File: src/rtl/icache_refill_unit_pkg.sv
// Shared definitions for the instruction-cache line-fill path.
// ICache and icache_refill_unit both size their lines from BLOCK_WIDTH_DEFAULT,
// so a line-size change is made here once and both sides stay in agreement.
package icache_refill_unit_pkg;

   // log2 of bytes per cache line (4 -> 16-byte, 128-bit lines)
   localparam int BLOCK_WIDTH_DEFAULT = 4;

   // Refill engine state encoding
   typedef enum logic [1:0] {
      IDLE  = 2'd0,   // waiting for a miss
      REQ   = 2'd1,   // requesting the shared RAM port
      FETCH = 2'd2,   // issuing byte reads and collecting returned bytes
      DONE  = 2'd3    // presenting the assembled line for one cycle
   } refillState_t;

endpackage

File: src/rtl/icache_refill_unit.sv
// icache_refill_unit
// Line-fill engine for the instruction cache. On a miss it latches the line
// address, requests the shared byte-wide RAM port, reads BLOCK_SIZE consecutive
// bytes, assembles them little-endian into one line and presents that line to
// ICache for exactly one cycle.
//
// Ports
//   clkIn         system clock, single domain
//   resetIn       synchronous active-low reset
//   missValid     ICache miss with a valid request (accepted only in IDLE)
//   missAddr      faulting instruction address; low BLOCK_WIDTH bits ignored
//   flushIn       abandon any refill in progress
//   ramReq        request for the shared RAM port
//   ramGrant      arbiter grant
//   ramReadEn     byte read strobe
//   ramAddr       byte address of the current read
//   ramDataIn     read data, valid one cycle after ramReadEn
//   memDataValid  one-cycle pulse: line complete
//   memAddr       line address [31:BLOCK_WIDTH] of the completed line
//   memDataOut    assembled line, byte i at bits [8i+7:8i]
//   busy          engine is not IDLE
//
// RAM port handshake: ramReq is raised on entry to REQ and held through FETCH.
// The arbiter answers with ramGrant, which it keeps high for as long as ramReq
// stays high; the grant is only sampled in REQ, and the first read strobe goes
// out the cycle after the grant is seen. ramReq drops when the line is
// complete (DONE) or on a flush.
module icache_refill_unit
   import icache_refill_unit_pkg::*;
#(
   parameter int BLOCK_WIDTH = BLOCK_WIDTH_DEFAULT
) (
   input  logic                          clkIn,
   input  logic                          resetIn,
   input  logic                          missValid,
   input  logic [31:0]                   missAddr,
   input  logic                          flushIn,
   output logic                          ramReq,
   input  logic                          ramGrant,
   output logic                          ramReadEn,
   output logic [31:0]                   ramAddr,
   input  logic [7:0]                    ramDataIn,
   output logic                          memDataValid,
   output logic [31-BLOCK_WIDTH:0]       memAddr,
   output logic [(2**BLOCK_WIDTH)*8-1:0] memDataOut,
   output logic                          busy
);

   // Derived from BLOCK_WIDTH so the two can never disagree
   localparam int BLOCK_SIZE = 2**BLOCK_WIDTH;

   // Counters are one bit wider than a byte offset so "all bytes issued" is representable
   localparam logic [BLOCK_WIDTH:0] CNT_ONE  = (BLOCK_WIDTH+1)'(1);
   localparam logic [BLOCK_WIDTH:0] CNT_FULL = (BLOCK_WIDTH+1)'(BLOCK_SIZE);
   localparam logic [BLOCK_WIDTH:0] CNT_LAST = (BLOCK_WIDTH+1)'(BLOCK_SIZE-1);

   refillState_t                state;
   logic [31-BLOCK_WIDTH:0]     lineAddr;
   logic [BLOCK_WIDTH:0]        issueCnt;
   logic [BLOCK_WIDTH:0]        rxCnt;
   logic                        rdPend;
   logic                        doneReg;

   // The byte offset of the miss address is irrelevant: whole lines are fetched
   logic unusedMissOffset;
   assign unusedMissOffset = &{1'b0, missAddr[BLOCK_WIDTH-1:0]};

   assign busy = (state != IDLE);

   // A flush arriving in DONE still cancels the line, so the registered pulse is
   // gated by the live flush input.
   assign memDataValid = doneReg & ~flushIn;

   always_ff @(posedge clkIn) begin
      if (!resetIn) begin
         state      <= IDLE;
         lineAddr   <= '0;
         issueCnt   <= '0;
         rxCnt      <= '0;
         rdPend     <= 1'b0;
         doneReg    <= 1'b0;
         ramReq     <= 1'b0;
         ramReadEn  <= 1'b0;
         ramAddr    <= '0;
         memAddr    <= '0;
         memDataOut <= '0;
      end else begin
         // Read data lands one cycle after its strobe
         rdPend  <= ramReadEn;
         doneReg <= 1'b0;

         case (state)
            IDLE: begin
               // A simultaneous flush wins over a new miss
               if (missValid && !flushIn) begin
                  lineAddr <= missAddr[31:BLOCK_WIDTH];
                  issueCnt <= '0;
                  rxCnt    <= '0;
                  ramReq   <= 1'b1;
                  state    <= REQ;
               end
            end

            REQ: begin
               if (flushIn) begin
                  ramReq <= 1'b0;
                  state  <= IDLE;
               end else if (ramGrant) begin
                  // Issue byte 0 on the grant edge so reads start in the next cycle
                  ramReadEn <= 1'b1;
                  ramAddr   <= {lineAddr, {BLOCK_WIDTH{1'b0}}};
                  issueCnt  <= CNT_ONE;
                  state     <= FETCH;
               end
            end

            FETCH: begin
               if (flushIn) begin
                  // Drop the port and discard any byte still in flight
                  ramReq    <= 1'b0;
                  ramReadEn <= 1'b0;
                  rdPend    <= 1'b0;
                  state     <= IDLE;
               end else begin
                  if (issueCnt < CNT_FULL) begin
                     ramReadEn <= 1'b1;
                     ramAddr   <= {lineAddr, issueCnt[BLOCK_WIDTH-1:0]};
                     issueCnt  <= issueCnt + CNT_ONE;
                  end else begin
                     ramReadEn <= 1'b0;
                  end

                  if (rdPend) begin
                     memDataOut[8*rxCnt[BLOCK_WIDTH-1:0] +: 8] <= ramDataIn;
                     rxCnt <= rxCnt + CNT_ONE;
                     if (rxCnt == CNT_LAST) begin
                        ramReq  <= 1'b0;
                        doneReg <= 1'b1;
                        memAddr <= lineAddr;
                        state   <= DONE;
                     end
                  end
               end
            end

            DONE: begin
               // One-cycle presentation; a flush here only suppresses the pulse
               state <= IDLE;
            end

            default: begin
               state <= IDLE;
            end
         endcase
      end
   end

endmodule

File: config.mk
export PLATFORM = sky130hd
export DESIGN_NAME = icache_refill_unit
export DESIGN_NICKNAME = d
export VERILOG_FILES = /design/src/rtl/icache_refill_unit_pkg.sv /design/src/rtl/icache_refill_unit.sv
export SDC_FILE = /design/constraint.sdc
export NUM_CORES = 1
export LEC_CHECK = 0
export CAP_MARGIN = 20
export CORE_MARGIN = 8
export CORE_UTILIZATION = 45
export CTS_CLUSTER_DIAMETER = 120
export CTS_CLUSTER_SIZE = 12
export DETAILED_ROUTE_END_ITERATION = 10
export HOLD_SLACK_MARGIN = 0.05
export PLACE_DENSITY_LB_ADDON = 0.3
export SLEW_MARGIN = 20
export SYNTH_ARGS = -nofsm -noshare
export SYNTH_HDL_FRONTEND = slang
export SYNTH_SLANG_ARGS = --single-unit
File: constraint.sdc
create_clock -name clkIn -period 3.3 [get_ports clkIn]
set_input_delay 0.66 -clock clkIn [delete_from_list [all_inputs] [get_ports clkIn]]
set_output_delay 0.66 -clock clkIn [all_outputs]
set_load 0.01 [all_outputs]
==> flow_summary.ini <==
[layout]
final_util = 0.6209
final_cell_mix = dfxtp_1, clkdlybuf4s50_1, nand2_1
nNetsFinal = 1237
drive_gt1_frac = 0.06171
final_common_cell = dfxtp_1
fillers = 1698
area.sequential_um2 = 4644
multi_input_area_um2 = 3974
area_delta_synth_final_pct = 35.43

[yosys]
yosys.area_share.xor_xnor = 0.005031
synth_nets = 1023
synth_edf_count = 0
synthFlopType = dfxtp_1
synth_fa_ha_area_frac = 0.01118
synth_top_family_by_area = simple AND/OR/NAND/NOR gates
synthArstFlopShare = 0
yosys.area.top_type = dfxtp_1
synth_cell_types = 57
syn_inst = 970
yosys-top-cells-area = dfxtp_1, mux2i_1, nand2_1
ys_ff_latch = 232
synth_top_area_share = 0.5188
muxShareOfSynthArea = 0.1006
synth_seq_area_share = 0.5188
synthSimpleGateAreaFrac = 0.1997
avgSynthCellArea_um2 = 9.229
synth_compound_area_frac = 0.1259
yosysWarnings = 0
netlist_area_um2 = 8952

[route]
vias = 7494
drc = 0
finalWirelength_um = 25390
antenna_left = 0
drt_first_pass_iters = 4
avgRoutedWirePerCell_um = 17.52
viasPerCell = 5.172
drt-initial-drc-count = 325

[placement]
dp_hpwl_um = 17580
io_buffer_count = 232
dp_worst_setup_slack_ns = 0.2185
gp_congestion = 0.7661

[clocking]
cts_resized = 0
numCtsBuffers = 23
post_cts_buffers = 0
clock_path_buffers = 3
cts_root_buf = clkbuf_16
cts.sink_count = 232
cts_hold_buf = 0
cts_tree = done
clkTransAtPathRegs_ns = 0.06
htreeDepth = 1
clock_latency_ns = 0.49

[grt]
grt_overflow = 0
grt_pass1_vias = 7355
grt_usage = 0.2007
grt_pass1_wl_um = 40090
antenna_found_initial = 0
grt_max_degree = 128

[pwr]
switching_power_uw = 1414
swShare = 0.2476
power_density_nw_per_um2 = 470.9
p_int_uw = 4295
p_clk_frac = 0.388
ir_drop_uv = 446.5
p_leak_uw = 0.004287
combPwrFrac = 0.104
pwr-share-seq = 0.507

[sta]
finalSetupViolations = 0
fin_skew_ns = 0.01125
worst_slack_ns = 0.5449
final_max_slew_viol_count = 0
clock.fmax_mhz = 363.0
finalSetupTns_ns = 0
period_needed_ns = 2.755
slew_headroom = 0.4873
finalCritPeriodShare = 0.8349
worst_slew_pin_slew_ns = 0.7654
hold_viol = 0
rsz0062_at_grt = no

[die]
die_h_um = 157.0
die-width_um = 157.0
core_area_um2 = 19530
initial_core_util = 0.4585
std_cell_rows = 51
io_pins = 237
die-area_um2 = 24660

[setup_path]
cp-start-kind = flip-flop
critPathKind = reg -> reg
required_ns = 3.72
cp_max_fo = 13
cp.arrival_ns = 3.17
endpoint_kind = flip-flop

[worst_hold_path]
hold_path_class = reg -> reg

[flow_run]
maxCapViolCount = 0

[run_status]
outcome = finished clean
path summary, 6_finish.rpt:
| kind | from | end | slack, ns | cells past startpoint |
|---|---|---|---|---|
| worst max-delay path | state[0] | memDataOut[16] | 0.54 | 6 |
| worst min register to register | ramAddr[16] | ramAddr[16] | 0.45 | 2 |
| worst max register to register | state[0] | memDataOut[16] | 0.54 | 6 |
| worst min-delay path | ramAddr[16] | ramAddr[16] | 0.45 | 2 |
cell usage after synthesis, types with 2 or more instances:
cell	n
dfxtp_1	232
nand2_1	224
a21oi_1	94
mux2i_1	90
nor2_1	73
clkbuf_1	47
a22o_1	24
buf_2	18
and2_1	17
and3_1	12
nand3_1	12
o21ai_0	12
nand4_1	11
inv_1	10
a32o_1	8
ha_1	8
a22oi_1	6
nor2b_1	6
nor4_4	5
a211oi_1	4
nand2b_1	4
a2111oi_4	3
buf_4	3
nand3b_1	3
o21bai_1	3
a211oi_2	2
a21boi_0	2
a31oi_1	2
buf_1	2
nor3_1	2
nor3_2	2
nor4_1	2
nor4b_1	2
xnor2_1	2
logic make-up (layout without fill, tap and decap cells):
logic type	count (synthesis)	after routing
compound gates	168	168
xor+xnor	3	3
fa+ha+maj	8	8
buf+inv	83	296
flops	232	232
mux	90	90
other cells	0	1
simple gates	386	386
power by group through the flow:
stage          Combinational [µW]  Sequential (µW)  Clock (µW)
2_1_floorplan                 339             2960           0
3_3_place_gp                  592             2960           0
3_5_place_dp                  597             2960           0
4_1_cts                       600             2900        2290
5_1_grt                       653             2900        2390
6_report                      595             2900        2220
flip-flops by register name (all words and copies together), names as in the netlist, 2 cells and up:
| signal | flops |
|---|---|
| memDataOut | 128 |
| lineAddr | 28 |
| issueCnt | 5 |
| rxCnt | 5 |
| memAddr | 28 |
| ramAddr | 32 |
| state | 2 |
critical path, stage by stage (launching register included):
cell       delay [ns]
dfxtp_1          0.32
inv_1            0.08
ha_1             0.43
nand4bb_1        0.45
nor3_2           0.56
and3_1           0.56
mux2i_1          0.27
final cells by class:
cell class,instances,share of cell area
Tap cell,265,0.02735
Antenna cell,1,0.0002064
Sequential cell,232,0.3831
Clock buffer,23,0.04747
Multi-Input combinational cell,655,0.3278
Timing Repair Buffer,260,0.2095
Inverter,12,0.003922
Clock inverter,1,0.0007224
per-layer routing:
metal	part of all wire	global-route usage	vias to the layer above
met5	0	0	-
met4	0.022	0.05122	0
met3	0.11	0.08582	30
met2	0.45	0.3247	229
met1	0.41	0.2413	3528
li1	-	-	3707
metrics by stage:
stage	power, µW	std cells	area [µm²]	hold WS [ns]
after detailed placement	3554	1424	11540	0.4465
after CTS	5788	1448	12120	0.4523
after floorplan	3299	970	8952	0.4453
final	5709	1449	12120	0.4515
after global routing	5948	1448	12120	0.4697
after global placement	3547	1424	11540	0.4406
(Power assumes the default switching activity.)
